===== src/rtl/moving_avg.sv =====
// Boxcar moving average over DEPTH samples, paired with an external ring buffer delay line.
// Define MOVING_AVG_ROUND_EN to round the average to nearest instead of flooring it.
module moving_avg #(
   parameter int WIDTH = 8,
   parameter int DEPTH = 8
) (
   input  logic                           clk_i,
   input  logic                           rst_ni,
   input  logic                           valid_i,
   output logic                           ready_o,
   input  logic [WIDTH-1:0]               data_i,
   input  logic [WIDTH-1:0]               oldest_i,
   input  logic                           flush_i,
   output logic                           enable_o,
   output logic                           valid_o,
   input  logic                           ready_i,
   output logic [WIDTH-1:0]               avg_o,
   output logic [WIDTH+$clog2(DEPTH)-1:0] sum_o,
   output logic                           filled_o,
   output logic                           dbg_state_o
);

   localparam int PTR_W = $clog2(DEPTH);
   localparam int SUM_W = WIDTH + PTR_W;

   typedef enum logic {
      S_FILL = 1'b0,
      S_RUN  = 1'b1
   } state_t;

   state_t             state_q, state_d;
   logic [PTR_W-1:0]   fill_cnt_q, fill_cnt_d;
   logic [SUM_W-1:0]   sum_q;
   logic [SUM_W-1:0]   sum_next;
   logic [SUM_W-1:0]   sub_val;
   logic [WIDTH-1:0]   avg_next;
   logic               acc;
   logic               fill_last;
   logic               filled_next;

   // Handshake: a sample moves when valid_i && ready_o; a result leaves when
   // valid_o && ready_i. ready_o never depends on valid_i, and flush blocks both.
   assign ready_o  = (!valid_o || ready_i) && !flush_i;
   assign acc      = valid_i && ready_o;
   assign enable_o = acc;

   assign fill_last   = (fill_cnt_q == PTR_W'(DEPTH - 1));
   assign filled_next = (state_q == S_RUN) || fill_last;

   // During warm-up the buffer slot leaving the window holds stale data, so it is masked.
   assign sub_val  = (state_q == S_RUN) ? SUM_W'(oldest_i) : '0;
   assign sum_next = sum_q + SUM_W'(data_i) - sub_val;

`ifdef MOVING_AVG_ROUND_EN
   logic [SUM_W:0] sum_rnd;
   assign sum_rnd  = {1'b0, sum_next} + (SUM_W+1)'(DEPTH / 2);
   assign avg_next = WIDTH'(sum_rnd >> PTR_W);
`else
   assign avg_next = WIDTH'(sum_next >> PTR_W);
`endif

   always_comb begin
      state_d    = state_q;
      fill_cnt_d = fill_cnt_q;
      if (acc && state_q == S_FILL) begin
         fill_cnt_d = fill_cnt_q + PTR_W'(1);
         if (fill_last) begin
            state_d = S_RUN;
         end
      end
   end

   always_ff @(posedge clk_i or negedge rst_ni) begin
      if (!rst_ni) begin
         state_q    <= S_FILL;
         fill_cnt_q <= '0;
         sum_q      <= '0;
      end else if (flush_i) begin
         state_q    <= S_FILL;
         fill_cnt_q <= '0;
         sum_q      <= '0;
      end else begin
         state_q    <= state_d;
         fill_cnt_q <= fill_cnt_d;
         if (acc) begin
            sum_q <= sum_next;
         end
      end
   end

   always_ff @(posedge clk_i or negedge rst_ni) begin
      if (!rst_ni) begin
         valid_o  <= 1'b0;
         avg_o    <= '0;
         sum_o    <= '0;
         filled_o <= 1'b0;
      end else if (flush_i) begin
         valid_o  <= 1'b0;
         filled_o <= 1'b0;
      end else if (acc) begin
         valid_o  <= 1'b1;
         avg_o    <= avg_next;
         sum_o    <= sum_next;
         filled_o <= filled_next;
      end else if (valid_o && ready_i) begin
         valid_o  <= 1'b0;
      end
   end

   assign dbg_state_o = state_q;

endmodule


===== config.mk =====
export PLATFORM = sky130hd
export DESIGN_NAME = moving_avg
export DESIGN_NICKNAME = d
export VERILOG_FILES = /design/src/rtl/moving_avg.sv
export SDC_FILE = /design/constraint.sdc
export NUM_CORES = 1
export LEC_CHECK = 0
export CAP_MARGIN = 20
export CORE_MARGIN = 2
export CORE_UTILIZATION = 49
export DETAILED_ROUTE_END_ITERATION = 6
export PLACE_DENSITY = 0.91
export REMOVE_ABC_BUFFERS = 1
export SETUP_SLACK_MARGIN = 0.5
export SLEW_MARGIN = 20
export SYNTH_ARGS = -nofsm -noshare
export SYNTH_HDL_FRONTEND = slang
export SYNTH_SLANG_ARGS = --single-unit

===== constraint.sdc =====
create_clock -name clk_i -period 3.9 [get_ports clk_i]
set_clock_uncertainty 0.15 [all_clocks]
set_input_delay 0.39 -clock clk_i [delete_from_list [all_inputs] [get_ports clk_i]]
set_output_delay 0.39 -clock clk_i [all_outputs]
set_load 0.005 [all_outputs]

---- Word level (Yosys, flattened, before mapping) ----
Cells that the tools add are included.
storage, ports and cells
  bits in registers ....................... 36
  input bits .............................. 21
  output and inout port bits .............. 24
  word-level logic and storage cells ...... 40
cells by class
  add/sub/neg operators ................... 3
  equality and inequality tests ........... 1
  multiplexer cells ....................... 13
  bitwise gates (word level) .............. 2
  reductions and logical operators ........ 14
operators with widths
  cell                                                           count
  11-bit 2-to-1 mux                                              2
  11-bit by 8-bit adder with 11-bit output                       1
  11-bit by 8-bit subtractor with 11-bit output                  1
  1-bit 2-to-1 mux                                               8
  8-bit 2-to-1 mux                                               1
  3-bit 2-to-1 mux                                               2
  2-bit nonzero test                                             3
  1-bit logical AND                                              4
  2-bit AND reduction                                            2
  3-bit by 1-bit adder with 3-bit output, second input constant  1
  3-bit == test, second input constant                           1
  3-bit nonzero test                                             1
  1-bit zero test                                                2
  1-bit logical OR                                               2
  1-bit NOT                                                      2

---- Depth between registers and ports, before layout ----
  word-level depth ........................ 7
  depth in mapped cells ................... 13
  gate-level depth less buffers ........... 12

---- Worst setup path after synthesis ----
Ideal clock, no wire load.
  path kind ............................... register to register
  start point ............................. reg state_q (netlist: dbg_state_o)
  end point ............................... reg avg_o[6]
  library setup time ...................... 125 ps
  arrival ................................. 2630 ps
  data required time ...................... 3625 ps
  slack ................................... 995 ps
  cell stages (with the launch flop) ...... 12
  buffers on the path ..................... 1
  period minus slack after synthesis ...... 2905 ps
  cells stage by stage .................... dfrtp_1 -> clkbuf_1 -> and2_1 -> fa_1 -> inv_1 -> ha_1 -> and3_1 -> a211o_1 -> nand3_1 -> nand3_1 -> xor2_1 -> mux2_4
between the ends
  cells in the longest elaborated chain, start to end .. 2
RTL lines
  element                                        line  RTL
  from (decl)                                    31    state_t state_q, state_d;
  from (signal assigned)                         83    state_q <= state_d;
  8-bit 2-to-1 mux                               51    assign sub_val = (state_q == S_RUN) ? SUM_W'(oldest_i) : '0;
  11-bit by 8-bit subtractor with 11-bit output  52    assign sum_next = sum_q + SUM_W'(data_i) - sub_val;
  to (signal assigned)                           102   avg_o <= avg_next;
  to (decl)                                      17    output logic [WIDTH-1:0] avg_o,
Every way passes these cells.
A chain may end at the register's enable or synchronous reset.

---- Final worst setup path ----
  start point ............................. reg state_q (netlist: dbg_state_o)
  end point ............................... reg sum_q[8]
between the ends
  cells in the longest elaborated chain, start to end .. 4
RTL lines
  element                                        line  RTL
  8-bit 2-to-1 mux                               51
  11-bit by 8-bit subtractor with 11-bit output  52
  11-bit 2-to-1 mux                              85    if (acc) begin
  11-bit 2-to-1 mux                              78    end else if (flush_i) begin
  to (signal assigned)                           86    sum_q <= sum_next;
  to (decl)                                      33    logic [SUM_W-1:0] sum_q;
Every way passes these cells. The select of a mux whose other input is x is not followed.

==> metrics.md <==
| Metric | Value |
|---|---|
| Reg2reg setup slack | `0.79 ns` |
| Fmax | `around 0.32 GHz` |
| Syn Area/Cell | `roughly 8.9 um2` |
| Die Span X | `between 60 and 70 um` |
| WP data required | `3.94 ns` |
| P_leak | `1.18 nW` |
| Die Y | `about 65 um` |
| Worst slew pin tran | `0.651 ns` |
| Row count | `22` |
| Worst slew margin | `around 56%` |
| Dpl hpwl | `2750 um` |
| Syn-to-layout area delta | `25.9%` |
| Largest net degree at the start of global routing | `29` |
| WP data arrival | `roughly 3.2 ns` |
| Vias in the first global route | `between 1000 and 1500` |
| CTS tree | `yes` |
| Post-DP Area | `0.00228 mm2` |
| Total die area | `~0.0043 mm2` |
| Tmin final | `roughly 3.1 ns` |
| Ys async rst share | `between 90% and 100%` |
| Status | `finished, final reports clean` |
| Setup TNS | `0 ns` |
| Starting density of the core | `between 50% and 60%` |
| Post-detailed-route count of antenna-violating nets | `0` |
| # Max-Cap Violations | `0` |
| Share of post-route cells with drive strength above 1 | `about 3.7%` |
| RSZ-0062 raised after global routing | `false` |
| # hold bufs at CTS | `0` |
| Starting DRT DRC Count | `between 50 and 60` |
| Drt pass-1 iters | `6` |
| Post-synth top area share | `a little under two fifths` |
| Yosys reg bits | `28` |
| Syn. warnings | `0` |
| Initial antenna violation count | `0` |
| Clock H-tree levels | `1` |
| Vias/cell | `a little under 5` |
| Hold Vio Cnt, Final | `0` |
| Sink Count | `28` |
| ANT cells | `0` |
| Main synth FF type | `dfrtp_1` |
| CTS Buf Count | `3` |
| Post-CTS setup buffer count | `0` |
| EDFF count, synth | `0` |
| Port-buffer cells | `44` |
| Maximum vdd ir drop | `roughly 0.32 mV` |
| Power per Cell Area | `~540 mW/mm2` |
| Final period util | `79.9%` |
| Via count | `1411` |
| Number of distinct library cells after synthesis | `33` |
| Worst skew pair latency | `0.27 ns` |
| Final setup violation count | `0` |
| Sequential element share of the synthesized area | `between 30% and 40%` |
| DRC viols | `0` |
| Total GRT Usage | `around 19%` |
| CTS Root Cell | `clkbuf_8` |
| Drt total wl | `approximately 3600 um` |
| Slew Viols, Final | `0` |
| Worst min path class | `reg -> reg` |
| Post-layout instance area | `approximately 0.0023 mm2` |
| CP endpoint kind | `register` |
| Clock Tree Buf Depth | `2` |
| Number of fillers in the final layout | `approximately 340` |
| CTS clock-pin slew for the worst setup and hold paths | `approximately 0.090 ns` |
| Gate count after technology mapping | `206` |
| Grt total ovfl | `0` |
| Worst setup SP type | `register` |
| Placer Congestion | `0.886` |
| Synth top cells by count | `37 x nand2_1, 34 x inv_1, 28 x dfrtp_1` |
| Io pins | `45` |
| Top cells by area, synth | `dfrtp_1 38%, ha_1 8.8%, fa_1 8.7%, nand2_1 7.5%, inv_1 6.9%` |
| Top-count cell post-synth | `nand2_1` |
| CP Class | `reg -> reg` |
| Core area | `approximately 0.0036 mm2` |
| Synth area leader | `dfrtp_1` |
| Critical Path Fanout Max | `14` |
| Drt wl/cell | `~12 um` |
| Layout Nets | `between 200 and 300` |
| Cell area after synthesis | `approximately 0.0018 mm2` |
| Post-CTS sizing | `0` |
| First-pass GRT wire length | `roughly 6500 um` |
==> where the power goes <==
group / switching [W] / internal, W
registers: 0.0000559 / 0.000372
logic: 0.000297 / 0.000374
clock network: 0.0000850 / 0.0000693
==> worst max-delay path, cell delays in order, from the launching register on <==
cell	delay (ns)
dfrtp_1	0.59
and2_1	0.20
fa_1	0.46
fa_1	0.44
and2b_1	0.25
o2111ai_1	0.11
nand2_1	0.15
a31oi_1	0.13
or3_1	0.35
a31oi_1	0.19
==> metrics by stage <==
step                hold WS [ns]  instances  setup WS, ns  total power [W]  util [%]
global route               0.369        290         0.613          0.00138      63.8
finish                     0.333        290         0.786          0.00125      63.8
CTS                        0.345        290         0.809          0.00127      63.8
floorplan                -0.0556        193          1.08         0.000821         -
detailed placement         0.321        287         0.644          0.00111      62.6
global placement           0.309        287         0.709          0.00108      62.6
==> state kept, by name, summed over array words and instances, names as in the netlist <==
register     count
dbg_state_o      1
sum_o            3
avg_o            8
sum_q           11
fill_cnt_q       3
valid_o          1
filled_o         1
==> area by class of cell <==
| class | count | area [um2] | share of cell area, % |
|---|---|---|---|
| clock buffers | 3 | 41.3 | 1.78 |
| inverters | 35 | 131 | 5.67 |
| multi-input cells | 130 | 928 | 40.1 |
| flip-flops and latches | 28 | 701 | 30.2 |
| well taps | 48 | 60.1 | 2.59 |
| repair buffers | 46 | 455 | 19.7 |
==> routing by layer <==
layer  track usage (%)  vias up  wire (um)
li1                  -      717          -
met1              27.2      650       1720
met2              31.8       38       1660
met3              2.57        6        186
met4              5.73        0         43
met5                 0        -          0
==> cell families (layout without fill, tap and decap cells) <==
| kind of cell | count (synthesis) | after routing | share of synthesized area (%) |
|---|---|---|---|
| multiplexers | 2 | 2 | 1.36 |
| AND/OR/NAND/NOR | 70 | 70 | 17.1 |
| XOR/XNOR | 7 | 7 | 4.08 |
| AO/OA/AOI/OAI | 30 | 30 | 10.3 |
| flip-flops | 28 | 28 | 38.1 |
| adder cells (fa/ha/maj) | 21 | 21 | 17.5 |
| buffers and inverters | 48 | 84 | 11.5 |
==> path summary, 6_finish.rpt <==
kind | startpoint | to | cells after the start
worst min-delay path | sum_o[0]$_DFFE_PN0P_ | sum_o[0]$_DFFE_PN0P_ | 2
worst min register to register | sum_o[0]$_DFFE_PN0P_ | sum_o[0]$_DFFE_PN0P_ | 2
worst max-delay path | dbg_state_o$_DFFE_PN0P_ | sum_q[8]$_DFFE_PN0P_ | 9
min in group asynchronous | rst_ni | sum_q[1]$_DFFE_PN0P_ | 2
max in group asynchronous | rst_ni | avg_o[6]$_DFFE_PN0P_ | 2
worst max register to register | dbg_state_o$_DFFE_PN0P_ | sum_q[8]$_DFFE_PN0P_ | 9
==> placed cells by master, fill, tap and decap left out, drive strengths merged, types with 2 or more instances in the layout <==
master / instances
a21o: 6
buf: 2
clkdlybuf4s50: 44
nand3: 6
inv: 35
xor2: 3
and2: 8
and3: 3
nand2: 37
a31oi: 4
xnor2: 3
a22o: 2
clkbuf: 3
fa: 8
nor3: 3
dfrtp: 28
nor2b: 2
nor2: 8
ha: 13
a21oi: 9
o21ai: 6
(Power assumes the default switching activity.)
